==> src/rtl/rstseq_pkg.sv <==
`default_nettype none
// ============================================================================
// Module   : rstseq_pkg
// Purpose  : Shared constants for the vending-core reset sequencer: state
//            encoding, fault-counter ceiling, default parameter values and a
//            small helper used to size the shared hold/wake counter.
// Ports    : none (package)
// Revision : 1.0 - initial release
// ============================================================================
package rstseq_pkg;

    // FSM state encoding
    localparam logic [1:0] RST_S_RESET = 2'd0;
    localparam logic [1:0] RST_S_HOLD  = 2'd1;
    localparam logic [1:0] RST_S_WAKE  = 2'd2;
    localparam logic [1:0] RST_S_RUN   = 2'd3;

    // Saturation value of the wake-timeout counter
    localparam logic [3:0] FAULT_MAX = 4'd15;

    // Default parameter values
    localparam int SYNC_STAGES_DEF = 2;
    localparam int HOLD_CYCLES_DEF = 16;
    localparam int ACK_TIMEOUT_DEF = 8;

    function automatic int max_int(input int a, input int b);
        return (a > b) ? a : b;
    endfunction

endpackage
`default_nettype wire

==> src/rtl/reset_sync.sv <==
`default_nettype none
// ============================================================================
// Module   : reset_sync
// Purpose  : STAGES-deep flop chain bringing an asynchronous active-high
//            request into the clk domain. Every flop presets to 1 so the
//            request reads as asserted while the block is held in reset.
// Ports    : clk  - system clock
//            rst  - asynchronous active-high preset
//            i_d  - asynchronous input
//            o_q  - synchronised output (last stage)
// Revision : 1.0 - initial release
// ============================================================================
module reset_sync
    import rstseq_pkg::*;
#(
    parameter int STAGES = SYNC_STAGES_DEF
) (
    input  logic clk,
    input  logic rst,
    input  logic i_d,
    output logic o_q
);

    logic [STAGES-1:0] r_chain;

    always_ff @(posedge clk or posedge rst) begin
        if (rst) begin
            r_chain <= '1;
        end else begin
            r_chain <= {r_chain[STAGES-2:0], i_d};
        end
    end

    assign o_q = r_chain[STAGES-1];

endmodule
`default_nettype wire

==> src/rtl/reset_sequencer.sv <==
`default_nettype none
// ============================================================================
// Module   : reset_sequencer
// Purpose  : Reset release sequencer for the vending machine core. Holds the
//            core in reset while the combined request is present, releases it
//            after HOLD_CYCLES quiet cycles, then runs a wake/ack handshake
//            with the vending FSM and counts wake-up timeouts.
// Ports    : clk     - system clock, rising edge
//            resetin - master reset, asynchronous, active-high
//            rstreq  - combined reset request, asynchronous, active-high
//            ack     - wake-up acknowledge from the vending FSM
//            rstout  - core reset, registered, active-high
//            wake    - high while waiting for ack
//            ready   - high while the core is running
//            faults  - saturating count of wake timeouts (cleared by resetin)
// Config   : RSTSEQ_GLITCH_FILTER_EN - when defined, WAKE/RUN only react to a
//            synchronised request that has been high for two cycles.
// Revision : 1.0 - initial release
// ============================================================================
module reset_sequencer
    import rstseq_pkg::*;
#(
    parameter int SYNC_STAGES = SYNC_STAGES_DEF,
    parameter int HOLD_CYCLES = HOLD_CYCLES_DEF,
    parameter int ACK_TIMEOUT = ACK_TIMEOUT_DEF
) (
    input  logic       clk,
    input  logic       resetin,
    input  logic       rstreq,
    input  logic       ack,
    output logic       rstout,
    output logic       wake,
    output logic       ready,
    output logic [3:0] faults
);

    localparam int c_cnt_w = $clog2(max_int(HOLD_CYCLES, ACK_TIMEOUT));
    localparam logic [c_cnt_w-1:0] c_hold_last = c_cnt_w'(HOLD_CYCLES - 1);
    localparam logic [c_cnt_w-1:0] c_ack_last  = c_cnt_w'(ACK_TIMEOUT - 1);
    localparam logic [c_cnt_w-1:0] c_cnt_one   = c_cnt_w'(1);

    logic               w_req_s;
    logic               w_req_run;
    logic [1:0]         r_state;
    logic [1:0]         w_state_nxt;
    logic [c_cnt_w-1:0] r_cnt;
    logic [c_cnt_w-1:0] w_cnt_nxt;
    logic [3:0]         r_faults;
    logic [3:0]         w_faults_nxt;
    logic               r_rstout;
    logic               r_wake;
    logic               r_ready;

    reset_sync #(
        .STAGES (SYNC_STAGES)
    ) u_req_sync (
        .clk (clk),
        .rst (resetin),
        .i_d (rstreq),
        .o_q (w_req_s)
    );

`ifdef RSTSEQ_GLITCH_FILTER_EN
    // Second look at req_s: a request seen by WAKE/RUN must persist for two
    // consecutive synchronised samples. RESET/HOLD keep using raw req_s so a
    // single blip during the hold still restarts the release.
    logic r_req_d;

    always_ff @(posedge clk or posedge resetin) begin
        if (resetin) begin
            r_req_d <= 1'b1;
        end else begin
            r_req_d <= w_req_s;
        end
    end

    assign w_req_run = w_req_s & r_req_d;
`else
    assign w_req_run = w_req_s;
`endif

    always_ff @(posedge clk or posedge resetin) begin
        if (resetin) begin
            r_state  <= RST_S_RESET;
            r_cnt    <= '0;
            r_faults <= '0;
            r_rstout <= 1'b1;
            r_wake   <= 1'b0;
            r_ready  <= 1'b0;
        end else begin
            r_state  <= w_state_nxt;
            r_cnt    <= w_cnt_nxt;
            r_faults <= w_faults_nxt;
            // Outputs decoded from the next state so they change exactly with
            // the state register and never glitch.
            r_rstout <= (w_state_nxt == RST_S_RESET) || (w_state_nxt == RST_S_HOLD);
            r_wake   <= (w_state_nxt == RST_S_WAKE);
            r_ready  <= (w_state_nxt == RST_S_RUN);
        end
    end

    always_comb begin
        w_state_nxt  = r_state;
        w_cnt_nxt    = r_cnt;
        w_faults_nxt = r_faults;
        case (r_state)
            RST_S_RESET: begin
                w_cnt_nxt = '0;
                if (!w_req_s) begin
                    w_state_nxt = RST_S_HOLD;
                end
            end
            RST_S_HOLD: begin
                if (w_req_s) begin
                    w_state_nxt = RST_S_RESET;
                    w_cnt_nxt   = '0;
                end else if (r_cnt == c_hold_last) begin
                    w_state_nxt = RST_S_WAKE;
                    w_cnt_nxt   = '0;
                end else begin
                    w_cnt_nxt = r_cnt + c_cnt_one;
                end
            end
            RST_S_WAKE: begin
                // Request beats ack, ack beats timeout.
                if (w_req_run) begin
                    w_state_nxt = RST_S_RESET;
                    w_cnt_nxt   = '0;
                end else if (ack) begin
                    w_state_nxt = RST_S_RUN;
                    w_cnt_nxt   = '0;
                end else if (r_cnt == c_ack_last) begin
                    w_state_nxt = RST_S_RESET;
                    w_cnt_nxt   = '0;
                    if (r_faults != FAULT_MAX) begin
                        w_faults_nxt = r_faults + 4'd1;
                    end
                end else begin
                    w_cnt_nxt = r_cnt + c_cnt_one;
                end
            end
            RST_S_RUN: begin
                if (w_req_run) begin
                    w_state_nxt = RST_S_RESET;
                    w_cnt_nxt   = '0;
                end
            end
            default: begin
                w_state_nxt = RST_S_RESET;
                w_cnt_nxt   = '0;
            end
        endcase
    end

    assign rstout = r_rstout;
    assign wake   = r_wake;
    assign ready  = r_ready;
    assign faults = r_faults;

endmodule
`default_nettype wire

==> config.mk <==
export PLATFORM = sky130hd
export DESIGN_NAME = reset_sequencer
export DESIGN_NICKNAME = d
export VERILOG_FILES = /design/src/rtl/rstseq_pkg.sv /design/src/rtl/reset_sync.sv /design/src/rtl/reset_sequencer.sv
export SDC_FILE = /design/constraint.sdc
export NUM_CORES = 1
export LEC_CHECK = 0
export BUFFER_PORTS_ARGS = -buffer_cell sky130_fd_sc_hd__buf_4
export CAP_MARGIN = 20
export CORE_ASPECT_RATIO = 0.9
export CORE_UTILIZATION = 43
export DETAILED_ROUTE_END_ITERATION = 10
export PLACE_DENSITY = 0.64
export SYNTH_ARGS = -nofsm -noshare
export SYNTH_HDL_FRONTEND = slang
export SYNTH_SLANG_ARGS = --single-unit
==> constraint.sdc <==
create_clock -name clk -period 2.3 [get_ports clk]
set_clock_uncertainty 0.2 [all_clocks]
set_input_delay 0.345 -clock clk [delete_from_list [all_inputs] [get_ports clk]]
set_output_delay 0.345 -clock clk [all_outputs]
set_load 0.01 [all_outputs]
# Word level (Yosys, flattened, before mapping)
# Index checks and enable logic that the tools add are counted.
# word_totals
latchBits,0
out_inout_bits,7
elab_cells,40
ram_bits,0
ff_bits,15
mem_count,0
romBits,0
in_bits,4
# classes
magnitude_cmp,0
shifts,0
add_sub_neg,2
mux,15
n_div,0
reduce_logical,4
n_eq_ne,10
n_mul,0
n_bitwise,2
# op_table
cell,n
2-to-1 mux 4 bit,6
case mux 4 bit (4 select lines),1
2-to-1 mux 2 bit,7
adder 4 x 1 -> 4 bit (second input constant),2
equality test 2 bit (second input constant),4
case mux 2 bit (4 select lines),1
AND reduction 5 bit,1
equality test 2 x 1 -> 1 bit (second input constant),2
equality test 4 x 3 -> 1 bit (second input constant),1
equality test 4 bit (second input constant),1
zero test 2 bit,2
inequality test 4 bit (second input constant),1
inequality test 2 x 1 -> 1 bit (second input constant),1
inverter 1 bit,2
logical OR 1 bit,1

# Logic depth before layout (Yosys ltp)
# logic_depth
depth_word,7
mapped_depth,6
mapped_depth_nobuf,6

# Hierarchy
# A second synthesis with hierarchy kept.
# hier_totals
cells_unflattened,76
area_unflattened_um2,830.8
# by_module_without_submodules
module,instances,cells_per_inst,seq_area_each_um2,area_per_inst_um2
reset_sequencer,1,73,326.6,774.5
reset_sync,1,3,52.6,56.3

# Worst setup path after synthesis
# No wires, ideal clock.
# synth_timing
path_kind,flip-flop to flip-flop
startpoint,register r_state[0]
endpoint,"register r_faults[1], in the netlist faults[1]"
stages_incl_launch_ff,6
arrival_time_ns,1.485
required_ns,1.972
slack_ns,0.487
period_less_slack_ns,1.813
path_cell_list,dfrtp_1 > inv_1 > ha_1 > nor3b_4 > nor3b_4 > mux2_1
# synth_via
elab_chain_len,2
# synth_rtl
element,line,source
start: declaration,reset_sequencer.sv:44,logic [1:0] r_state;
start signal: assignment,reset_sequencer.sv:91,r_state <= w_state_nxt;
equality test 2 bit,reset_sequencer.sv:106,case (r_state)
AND reduction 5 bit (no line),n/a,
end signal: assignment,reset_sequencer.sv:93,r_faults <= w_faults_nxt;
end: declaration,reset_sequencer.sv:48,logic [3:0] r_faults;
# No other way between the ends.
# A chain may end at the register's enable or synchronous reset.

# Worst setup path in the final report
# Ends and elaborated chain as after synthesis.

==> results.sh <==
export IMPL_ys_async_sr_fraction_pct=100
export IMPL_dominantRegCellSynth="dfrtp_1"
export IMPL_clk_path_buf_depth=2
export IMPL_worst_pin_slew_ps=561
export IMPL_root_buffer="clkbuf_4"
export IMPL_grt_use_total_pct=17.3
export IMPL_max_cap_violations=0
export IMPL_synth_cells=72
export IMPL_syn_avg_cell_area_um2=11.6
export IMPL_cp_max_fo=4
export IMPL_syn_nets=82
export IMPL_cts_setup_buffers=0
export IMPL_yosysSeqAreaShare_pct=45.6
export IMPL_rsz0062_at_grt="false"
export IMPL_cts_buffers=3
export IMPL_drcViolationCount=0
export IMPL_ant_nets=0
export IMPL_cts_tree="built"
export IMPL_vdd_drop_max_v=0.000395
export IMPL_final_period_utilization_pct=86.0
export IMPL_drive_above_1_share_pct=26.4
export IMPL_area_growth_pct=17.0
export IMPL_synth_adder_area_share_pct=9.02
export IMPL_cpPeakStageDelay_ps=420
export IMPL_htree_levels=1
export IMPL_drt_pass1_iterations=5
export IMPL_drt_iter0_markers=14
export IMPL_fmax_mhz=506
export IMPL_insertedDiodeCount=0
export IMPL_fin_total_pwr_mw=0.825
export IMPL_synth_xor_area_share_pct=3.16
export IMPL_cp_common_cell="nor3b_4"
export IMPL_cts_sinks=15
export IMPL_clk_pin_slew_worst_paths_ps=90
export IMPL_core_um2=1730
export IMPL_synth_simple_area_share_pct=22.0
export IMPL_synthDistinctLibCells=30
export IMPL_ys_ff_latch=15
export IMPL_ff2ff_path_depth=5
export IMPL_r2r_start="r_state[0]"
export IMPL_synthMuxAreaShare_pct=1.35
export IMPL_hp_start="u_req_sync.r_chain[0]"
export IMPL_die_area_um2=2120
export IMPL_via_count=590
export IMPL_synth_area_um2=832
export IMPL_cp_data_required_time_ps=2270
export IMPL_hold_end="u_req_sync.r_chain[1]"
export IMPL_grt_pass1_vias=594
export IMPL_synth_top_family_by_area="simple AND/OR/NAND/NOR gates"
export IMPL_final_min_clock_period_ps=1980
export IMPL_slew_limit_headroom_pct=62.5
export IMPL_routed_wl_um=1430
export IMPL_floorplan_initialDensity_pct=48.0
export IMPL_slew_viol_final=0
export IMPL_min_path_type="flop to flop"
export IMPL_place_gp_congestion=0.835
export IMPL_antenna_found_initial=0
export IMPL_fp_dieW_um=48.4
export IMPL_synth_edff_count=0
export IMPL_dp_hpwl_um=1100
export IMPL_endpoint_kind="flop"
export IMPL_clk_latency_ps=280
export IMPL_yosys_warnings=0
export IMPL_outcome="complete, no violations"
export IMPL_pwr_density_cell_nw_per_um2=847
export IMPL_synth_compound_area_share_pct=15.8
export IMPL_io_buffers=10
export IMPL_grt_pass1_wl_um=2610
export IMPL_grt_ovfl_total=0
export IMPL_reg2reg_slack_ps=320
export IMPL_setup_viol=0
export IMPL_ios=11
export IMPL_grt_max_degree=16
export IMPL_worstPathArrival_ps=1950
export IMPL_rows=14
export IMPL_die_h_um=43.7
export IMPL_viasPerCell=5.32
export IMPL_r2r_end="faults[1]"
export IMPL_p_leak_nw=0.491
export IMPL_setup_tns_ps=0
export IMPL_whs_path_depth=0
export IMPL_post_drt_wl_per_cell_um=12.8
export IMPL_crit_slowest_cell="dfrtp_1"
export IMPL_crit_chain="inv_1 -> ha_1 -> nor3b_4 -> nor3b_4 -> mux2_1"
export IMPL_critical_path_startpoint_type="flop"
export IMPL_finalNetCount=98
export IMPL_path_class="flop to flop"
export IMPL_finalHoldViolCount=0
## metrics by stage
stage               utilization (%)  worst slack (ps)  cells  hold slack [ps]  cell area (um2)
global placement               53.4               398    105              146              926
finish                         56.1               323    111              160              973
floorplan                         -               487     72             44.3              832
CTS                            56.1               305    111              162              973
global route                   56.1               221    111              168              973
detailed placement             53.4               329    105              147              926
## what timing repair did
action,4_1_cts,5_1_grt
resized for setup,0,0
endpoints found under the hold margin,13,0
hold buffers,2,0
setup endpoints to repair,0,0
## how the worst max path moves through the flow
| stage | start | to |
|---|---|---|
| after global routing | r_state[0] | r_cnt[0] |
| after detailed placement | r_state[0] | faults[1] |
| after CTS | r_state[0] | faults[1] |
| after global placement | r_state[0] | faults[1] |
| after floorplan | r_state[0] | faults[1] |
| final | r_state[0] | faults[1] |
## cell usage after synthesis, types with 3 or more instances
| library cell | number | area (um2) |
|---|---|---|
| dfrtp_1 | 12 | 300 |
| nand2_1 | 8 | 30.0 |
| ha_1 | 6 | 75.1 |
| a211oi_1 | 4 | 30.0 |
| inv_1 | 4 | 15.0 |
| nor2b_1 | 4 | 25.0 |
| dfstp_2 | 3 | 78.8 |
## placed cells by master (no fill, tap or decap), types with 2 or more instances in the layout
cell type	netlist	final
inv_1	4	4
ha_1	6	6
nor2_1	2	2
dfstp_2	3	3
o2bb2ai_1	2	2
and3_1	2	2
or3_1	2	2
o21ai_0	2	2
nor2b_1	4	4
dlygate4sd3_1	0	2
a211oi_1	4	4
xnor2_1	2	2
buf_4	0	10
nand2_1	8	8
nand3_1	2	2
nor3b_4	2	2
clkbuf_4	0	3
dfrtp_1	12	12
## final cells by class
cell class	count	area, um2
inverter	4	15.0
tap	24	30.0
sequential	15	379
clock inverter	1	5.00
timing repair buffer	12	95.1
fill	161	761
multi-input combinational	52	427
clock buffer	3	22.5
## critical path: cells and delay by family (launching register included)
family,cells,cell delay (ps)
buffers and inverters,1,120
AND/OR/NAND/NOR,2,530
multiplexers,1,360
adder cells (fa/ha/maj),1,220
flip-flops,1,420
## state kept, by name, indices dropped and copies added (netlist names)
| register | flops |
|---|---|
| faults | 4 |
| r_cnt | 4 |
| r_state | 2 |
| ready | 1 |
| rstout | 1 |
| u_req_sync.r_chain | 2 |
| wake | 1 |
## kinds of logic (layout without fill, tap and decap cells)
kind of cell             after synthesis  count (layout)
buffers and inverters                  5              20
multiplexers                           1               1
AND/OR/NAND/NOR                       27              27
adder cells (fa/ha/maj)                6               6
flip-flops                            15              15
AO/OA/AOI/OAI                         15              15
XOR/XNOR                               3               3
## where the power goes
group	internal, mW	switching [mW]
clock	0.0645	0.0845
sequential	0.316	0.0367
combinational	0.151	0.172
total	0.531	0.293
## routing by layer
metal / GRT usage (%) / part of all wire, % / up-vias
li1: - / - / 290
met1: 20.4 / 47 / 289
met2: 26.5 / 48 / 9
met3: 6.67 / 3.2 / 2
met4: 12.4 / 1.3 / 0
met5: 0 / 0 / -
Note: power is estimated with default switching activity, not from simulation.
